--- src/rtl/CPU_package.sv ---
// Shared CPU definitions: register-bus word width and the write-bus arbiter state type.
package CPU_package;
    localparam int DATA_WIDTH = 16;

    typedef enum logic {ARB_IDLE, ARB_LOCKED} arb_state_t;
endpackage

--- src/rtl/rr_priority_picker.sv ---
// Combinational round-robin picker: first set bit of the eligible vector at or after
// the pointer, wrapping around, found by scanning a doubled and pointer-masked vector.
module rr_priority_picker #(
    parameter int NUM_REQ = 4,
    parameter int PTR_W   = 2
) (
    input  logic [NUM_REQ-1:0] eligible,
    input  logic [PTR_W-1:0]   pointer,
    output logic [NUM_REQ-1:0] winner_onehot,
    output logic [PTR_W-1:0]   winner_idx,
    output logic               any_valid
);
    logic [2*NUM_REQ-1:0] mask;
    logic [2*NUM_REQ-1:0] dbl;

    always_comb begin
        mask          = {(2*NUM_REQ){1'b1}} << pointer;
        dbl           = {eligible, eligible} & mask;
        any_valid     = |eligible;
        winner_idx    = '0;
        winner_onehot = '0;
        // Descending scan so the lowest masked bit, i.e. the first one after the pointer, wins.
        for (int k = 2*NUM_REQ-1; k >= 0; k--) begin
            if (dbl[k]) begin
                winner_idx = (k >= NUM_REQ) ? PTR_W'(k - NUM_REQ) : PTR_W'(k);
            end
        end
        if (any_valid) begin
            winner_onehot[winner_idx] = 1'b1;
        end
    end
endmodule

--- src/rtl/reg_bus_arbiter.sv ---
// Round-robin arbiter for the shared register write bus, with bounded bus lock.
// Registered grant, one-hot register load enable and bus data; out-of-range targets are dropped.
module reg_bus_arbiter
    import CPU_package::*;
#(
    parameter int  NUM_REQ  = 4,
    parameter int  NUM_REGS = 6,
    parameter int  MAX_LOCK = 4,
    localparam int SEL_W    = $clog2(NUM_REGS)
) (
    input  logic                          iclk,
    input  logic                          irst_n,
    input  logic [NUM_REQ-1:0]            ireq,
    input  logic [NUM_REQ-1:0]            ilock,
    input  logic [NUM_REQ*SEL_W-1:0]      idst,
    input  logic [NUM_REQ*DATA_WIDTH-1:0] idata,
    output logic [NUM_REQ-1:0]            ogrant,
    output logic [NUM_REGS-1:0]           oen,
    output logic [DATA_WIDTH-1:0]         odata,
    output logic                          oerr,
    output logic                          obusy
);
    localparam int PTR_W = $clog2(NUM_REQ);
    localparam int CNT_W = $clog2(MAX_LOCK + 1);

    arb_state_t             state, state_nx;
    logic [PTR_W-1:0]       ptr, ptr_nx;
    logic [PTR_W-1:0]       owner, owner_nx;
    logic [CNT_W-1:0]       cnt, cnt_nx;
    logic [NUM_REQ-1:0]     eligible;
    logic [NUM_REQ-1:0]     win_onehot;
    logic [PTR_W-1:0]       win_idx;
    logic                   any_valid;
    logic                   do_grant;
    logic [SEL_W-1:0]       sel_dst;
    logic [DATA_WIDTH-1:0]  sel_data;
    logic                   dst_ok;
    logic [NUM_REQ-1:0]     grant_nx;
    logic [NUM_REGS-1:0]    en_nx;
    logic [DATA_WIDTH-1:0]  data_nx;
    logic                   err_nx;

    // A source whose grant is currently shown sits out one cycle, except the lock owner.
    assign eligible = (state == ARB_LOCKED) ? (ireq & (NUM_REQ'(1) << owner))
                                            : (ireq & ~ogrant);

    rr_priority_picker #(
        .NUM_REQ(NUM_REQ),
        .PTR_W  (PTR_W)
    ) u_picker (
        .eligible     (eligible),
        .pointer      (ptr),
        .winner_onehot(win_onehot),
        .winner_idx   (win_idx),
        .any_valid    (any_valid)
    );

    assign sel_dst  = idst[win_idx*SEL_W +: SEL_W];
    assign sel_data = idata[win_idx*DATA_WIDTH +: DATA_WIDTH];
    assign dst_ok   = (32'(sel_dst) < NUM_REGS);

    always_comb begin
        state_nx = state;
        ptr_nx   = ptr;
        owner_nx = owner;
        cnt_nx   = cnt;
        do_grant = 1'b0;
        case (state)
            ARB_IDLE: begin
                if (any_valid) begin
                    do_grant = 1'b1;
                    ptr_nx   = (win_idx == PTR_W'(NUM_REQ-1)) ? '0 : win_idx + 1'b1;
                    if (ilock[win_idx] && (MAX_LOCK > 1)) begin
                        state_nx = ARB_LOCKED;
                        owner_nx = win_idx;
                        cnt_nx   = CNT_W'(1);
                    end
                end
            end
            ARB_LOCKED: begin
                if (any_valid) begin
                    do_grant = 1'b1;
                    cnt_nx   = cnt + 1'b1;
                    if (!ilock[owner] || (cnt_nx >= CNT_W'(MAX_LOCK))) begin
                        state_nx = ARB_IDLE;
                        cnt_nx   = '0;
                    end
                end else begin
                    state_nx = ARB_IDLE;
                    cnt_nx   = '0;
                end
            end
            default: begin
                state_nx = ARB_IDLE;
                cnt_nx   = '0;
            end
        endcase

        grant_nx = do_grant ? win_onehot : '0;
        en_nx    = (do_grant && dst_ok) ? (NUM_REGS'(1) << sel_dst) : '0;
        err_nx   = do_grant && !dst_ok;
        data_nx  = do_grant ? sel_data : '0;
    end

    always_ff @(posedge iclk or negedge irst_n) begin
        if (!irst_n) begin
            state  <= ARB_IDLE;
            ptr    <= '0;
            owner  <= '0;
            cnt    <= '0;
            ogrant <= '0;
            oen    <= '0;
            odata  <= '0;
            oerr   <= 1'b0;
        end else begin
            state  <= state_nx;
            ptr    <= ptr_nx;
            owner  <= owner_nx;
            cnt    <= cnt_nx;
            ogrant <= grant_nx;
            oen    <= en_nx;
            odata  <= data_nx;
            oerr   <= err_nx;
        end
    end

    assign obusy = (state == ARB_LOCKED);
endmodule

--- config.mk ---
export PLATFORM = sky130hd
export DESIGN_NAME = reg_bus_arbiter
export DESIGN_NICKNAME = d
export VERILOG_FILES = /design/src/rtl/CPU_package.sv /design/src/rtl/rr_priority_picker.sv /design/src/rtl/reg_bus_arbiter.sv
export SDC_FILE = /design/constraint.sdc
export NUM_CORES = 1
export LEC_CHECK = 0
export CORE_MARGIN = 3
export CORE_UTILIZATION = 40
export DETAILED_ROUTE_END_ITERATION = 8
export PLACE_DENSITY = 0.81
export SKIP_LAST_GASP = 1
export SLEW_MARGIN = 25
export SYNTH_ARGS = -nofsm -noshare
export SYNTH_HDL_FRONTEND = slang
export SYNTH_SLANG_ARGS = --single-unit
--- constraint.sdc ---
create_clock -name iclk -period 3.4 [get_ports iclk]
set_clock_uncertainty 0.2 [all_clocks]
set_input_delay 0.51 -clock iclk [delete_from_list [all_inputs] [get_ports iclk]]
set_output_delay 0.51 -clock iclk [all_outputs]
set_load 0.01 [all_outputs]
Word-level counts from Yosys, hierarchy flattened
Index checks and enable logic that the tools add are counted.

cells by class
  equal/unequal tests = 3
  reductions and logical operators = 10
  shift operators = 5
  $add $sub $neg = 2
  multiply operators = 1
  $lt $le $gt $ge = 5
  mux-type cells = 31
  bitwise logic cells = 5

operators by type and width
  kind                   count
  $shiftx A64 B7 Y16     1
  $mux W2                9
  $mux W16               1
  $mux W3                4
  $mux W4                3
  $shiftx A12 B5 Y3      1
  $and A4 B4 Y4          2
  $and A8 B8 Y8          1
  $mux W1                8
  $shl A8 B2 Y8 const A  1
  $lt A2 B3 Y1 const B   2
  $mux W6                1
  $pmux W3 S2            1
  $shl A1 B3 Y6 const A  1
  $bmux W1 S2            2
  $mul A2 B2 Y4 const B  1
  $ne A2 B2 Y1 const B   2
  $not A4 Y4             1
  $reduce_and A2 Y1      2
  $reduce_or A4 Y1       1
  $shl A1 B2 Y4 const A  1
  $add A3 B1 Y3 const B  1
  $ge A3 B3 Y1 const B   1
  $logic_and A1 B1 Y1    3
  other kinds (10)       11

word-level totals
  flip-flop bits (word level) = 35
  logic and storage cells = 70
  output and inout port bits = 28
  input bits = 86

Logic depth before layout (Yosys ltp)
  word-level depth = 18
  gate-level depth with buffers = 11
  gate-level depth less buffers = 8

Hierarchy
Synthesis repeated with hierarchy kept, for this count alone.

unflattened totals
  cell total of the unflattened synthesis = 168
  area, all modules = 2074.5 um^2

by module, submodules not included
  module              instances  cells each  area an instance (um^2)
  reg_bus_arbiter     1          135         1863.0
  rr_priority_picker  1          33          211.5

Worst setup path after synthesis
No wires, ideal clock.

  path type = register -> register
  start point = register state, in the netlist obusy
  end point = register owner[1]
  setup slack = 784 ps
  period minus slack after synthesis = 2616 ps
  data required time = 3075 ps
  arrival time = 2291 ps
  setup time = 125 ps
  cell stages (with the launch flop) = 9
  cell sequence = dfrtp_1 and3b_1 o21a_4 o311ai_4 and2_4 buf_12 mux2i_1 o22a_2 mux2_4

on the way
  longest elaborated chain between the ends = 13
  elaborated cells between the ends (all ways) = 15
  those cells by class = 11 x mux; 2 x bitwise; 2 x reduce/logical

ends and longest elaborated chain
  element                             RTL line                  source
  start: declaration                  reg_bus_arbiter.sv:26     arb_state_t state, state_nx;
  start signal: assignment            reg_bus_arbiter.sv:116    state <= state_nx;
  $mux W4                             reg_bus_arbiter.sv:44     assign eligible = (state == ARB_LOCKED) ? (ireq & (NUM_REQ'(1) << owner))
  $and A8 B8 Y8                       rr_priority_picker.sv:18  dbl = {eligible, eligible} & mask;
  $mux W2 (8 in series)               rr_priority_picker.sv:24  if (dbl[k]) begin
  $bmux W1 S2                         reg_bus_arbiter.sv:73     if (ilock[win_idx] && (MAX_LOCK > 1)) begin
  $mux W1 (implied by the code)       reg_bus_arbiter.sv:73
  $reduce_and A3 Y1 (no source line)  --
  end signal: assignment              reg_bus_arbiter.sv:118    owner <= owner_nx;
  end: declaration                    reg_bus_arbiter.sv:28     logic [PTR_W-1:0] owner, owner_nx;

Parallel ways exist; a longest one is shown, timed or not. The select of a mux whose other input is x is not followed.
A chain may end at the register's enable or synchronous reset.

Final worst setup path
Ends and elaborated chain as after synthesis.

==> impl_metrics.yaml <==
run_status:
  run_status: "complete, no violations"
power:
  power_density_mw_per_mm2: 842
  leakagePower_nw: 1.46
  p_total_mw: 2.89
  vdd_ir_drop_max_mv: 0.411
floorplan:
  rows: 26
  fp.dieArea_mm2: 0.00637
  die_w_um: 79.8
  design.core.area_mm2: 0.00517
  start_util: 0.421
  die_h_um: 79.8
  io-pin-count: 114
clock_network:
  clk_latency_ns: 0.28
  cts.sinks: 35
  cts_tree: "done"
  htreeDepth: 2
  cts_buffers: 5
  clk_pin_slew_worst_paths_ns: 0.07
  cts_setup_buffers: 0
  cts_hold_buffers: 0
  clock-root-buffer: "clkbuf_8"
  post_cts_resized: 0
  cts_buffer_depth: 2
final_layout:
  nets: 403
  register_area_um2: 876
  multiInputGateArea_mm2: 0.00118
  n_fill_cell: 418
  area_growth_pct: 57.3
  drive_above_1_share: 0.112
  antenna-diode-count: 0
synthesis:
  postSynthCellCount: 199
  ys_seq_area_frac: 0.402
  synth-compound-area-share: 0.217
  mappedNetlistNets: 290
  yosys_warnings: 0
  synthAdderAreaFrac: 0.0287
  yosys.area.top_type: "dfrtp_1"
  ys.flop_type: "dfrtp_1"
  async_reset_ff_frac: 1.00
  muxShareOfSynthArea: 0.138
  synth_top_area_share: 0.402
  syn_area_mm2: 0.00218
  synth_edf_count: 0
  synth_area_leaders: "dfrtp_1, a211oi_1, mux2i_1"
  synth_top_family_by_area: "compound AO/OA/AOI/OAI gates"
  synth_xor_area_frac: 0.00402
  synthesis.area_per_instance_um2: 11.0
  synth-simple-area-share: 0.149
  synth_cell_types: 48
  ys_ff_latch: 35
global_route:
  grt_overflow_total: 0
  grtUsageTotal: 0.184
  grt_start_max_net_pins: 36
  antenna_found_initial: 0
  grt_pass1_vias: 1971
  grt_pass1_wl_um: 9150
sta:
  grt_setup_unrepaired: "false"
  timing.fmax_ghz: 0.340
  setup_viol: 0
  relSlewSlack: 0.477
  final_max_slew_viol_count: 0
  tns_ns: 0
  hold_viol: 0
  min_period_ns: 2.94
  period_share: 0.866
  worstMarginPinSlew_ns: 0.785
detailed_routing:
  num_vias: 2012
  viasPerCell: 5.27
  first_pass_iters: 4
  remaining_drc_errors: 0
  first_iter_violations: 78
  routed_wirelength_um: 5690
  drtAntennaViolNets: 0
  wire_per_inst_um: 14.9
placement:
  portBuffers: 113
  hpwl_um: 4490
  place_congestion: 0.778
critical_path:
  cp.arrival_ns: 2.90
  worstPathRequired_ns: 3.36
  cp-end-kind: "register"
  rr_endpoint: "owner[1]"
  rr_worst_depth: 7
  path_max_fanout: 19
  crit_type: "register to register"
  reg2reg_from: "obusy"
  startpoint_type: "register"
  rrSetupSlack_ns: 0.46
run:
  drv_cap: 0
hold_path:
  hp-class: "primary input to async pin"
[critical path: stages, from the launching register on]
cell      delay [ns]
dfrtp_1         0.54
and3b_1         0.28
o21a_4          0.22
o311ai_4        0.31
and2_4          0.40
mux2i_1         0.34
o22a_2          0.24
mux2_4          0.29
[flip-flops by register name (all words and copies together), names as in the netlist]
name	count
oen	6
ptr	2
obusy	1
odata	16
owner	2
cnt	3
ogrant	4
oerr	1
[layer usage]
layer	up-vias	part of all wire	GRT usage	wire length [µm]
li1	973	-	-	-
met5	-	0	0	0
met2	82	0.49	0.315	2810
met1	950	0.41	0.225	2330
met4	0	0.015	0.0608	86
met3	7	0.081	0.0485	460
[worst max-delay path by stage]
stage / cells after the start / slack, ns / start / end
floorplan: 8 / 0.78 / obusy / owner[1]
global placement: 7 / 0.48 / ireq[2] / owner[1]
detailed placement: 7 / 0.36 / ireq[2] / owner[1]
CTS: 7 / 0.48 / obusy / owner[1]
global route: 7 / 0.35 / obusy / owner[1]
finish: 7 / 0.46 / obusy / owner[1]
[metrics by stage]
stage / utilization / hold WS [ns] / instances / worst slack (ns) / instance area [µm²]
after global routing: 0.663 / 0.165 / 382 / 0.352 / 3430
final: 0.663 / 0.106 / 382 / 0.457 / 3430
after CTS: 0.663 / 0.135 / 382 / 0.476 / 3430
after floorplan: - / 0.0144 / 199 / 0.784 / 2180
after detailed placement: 0.646 / 0.323 / 375 / 0.365 / 3340
after global placement: 0.646 / 0.319 / 375 / 0.482 / 3340
[power breakdown]
part           internal (mW)  switching [mW]  total [mW]
logic                  0.935           0.964        1.90
clock network          0.159           0.136       0.295
registers              0.598          0.0938       0.692
[layout by cell type (no fill, tap or decap), types with 2 or more instances in the layout]
master / instances
and3_1: 20
nor3b_2: 2
o211ai_1: 3
o21ai_0: 5
ha_1: 5
inv_2: 2
and2_1: 4
a211oi_1: 33
inv_1: 6
clkbuf_8: 6
nand3_1: 3
nor2_1: 5
and3b_1: 2
a21oi_1: 2
or3_1: 2
clkdlybuf4s50_1: 112
nand2_1: 2
nor3_1: 2
o21a_1: 2
nand2b_1: 3
buf_4: 6
mux2_2: 2
mux2i_1: 24
dfrtp_1: 35
a21o_1: 2
[synth_stat cells, types with 2 or more instances]
cell type and n:
buf_12 2, nand2b_1 3, mux2i_1 24, and3b_1 2
or3_1 2, and2_1 4, nand3_1 3, ha_1 5
mux2_2 2, clkbuf_1 7, o21a_1 2, a21oi_1 2
nand2_1 2, and3_1 20, inv_1 6, nor2_1 5
inv_2 2, nor3_1 2, nor3b_2 2, dfrtp_1 35
o211ai_1 3, a21o_1 2, o21ai_0 5, a211oi_1 33
[logic make-up after synthesis]
group           after synthesis
compound gates               58
xor+xnor                      1
fa+ha+maj                     5
buf+inv                      21
flops                        35
mux                          28
simple gates                 51
[cell type report]
cell class / count / share of cell area
Clock inverter: 1 / 0.00146
Clock buffer: 6 / 0.0241
Sequential cell: 35 / 0.255
Multi-Input combinational cell: 143 / 0.343
Tap cell: 70 / 0.0255
Inverter: 8 / 0.00876
Timing Repair Buffer: 119 / 0.342
Power figures use the tool's default switching activity.
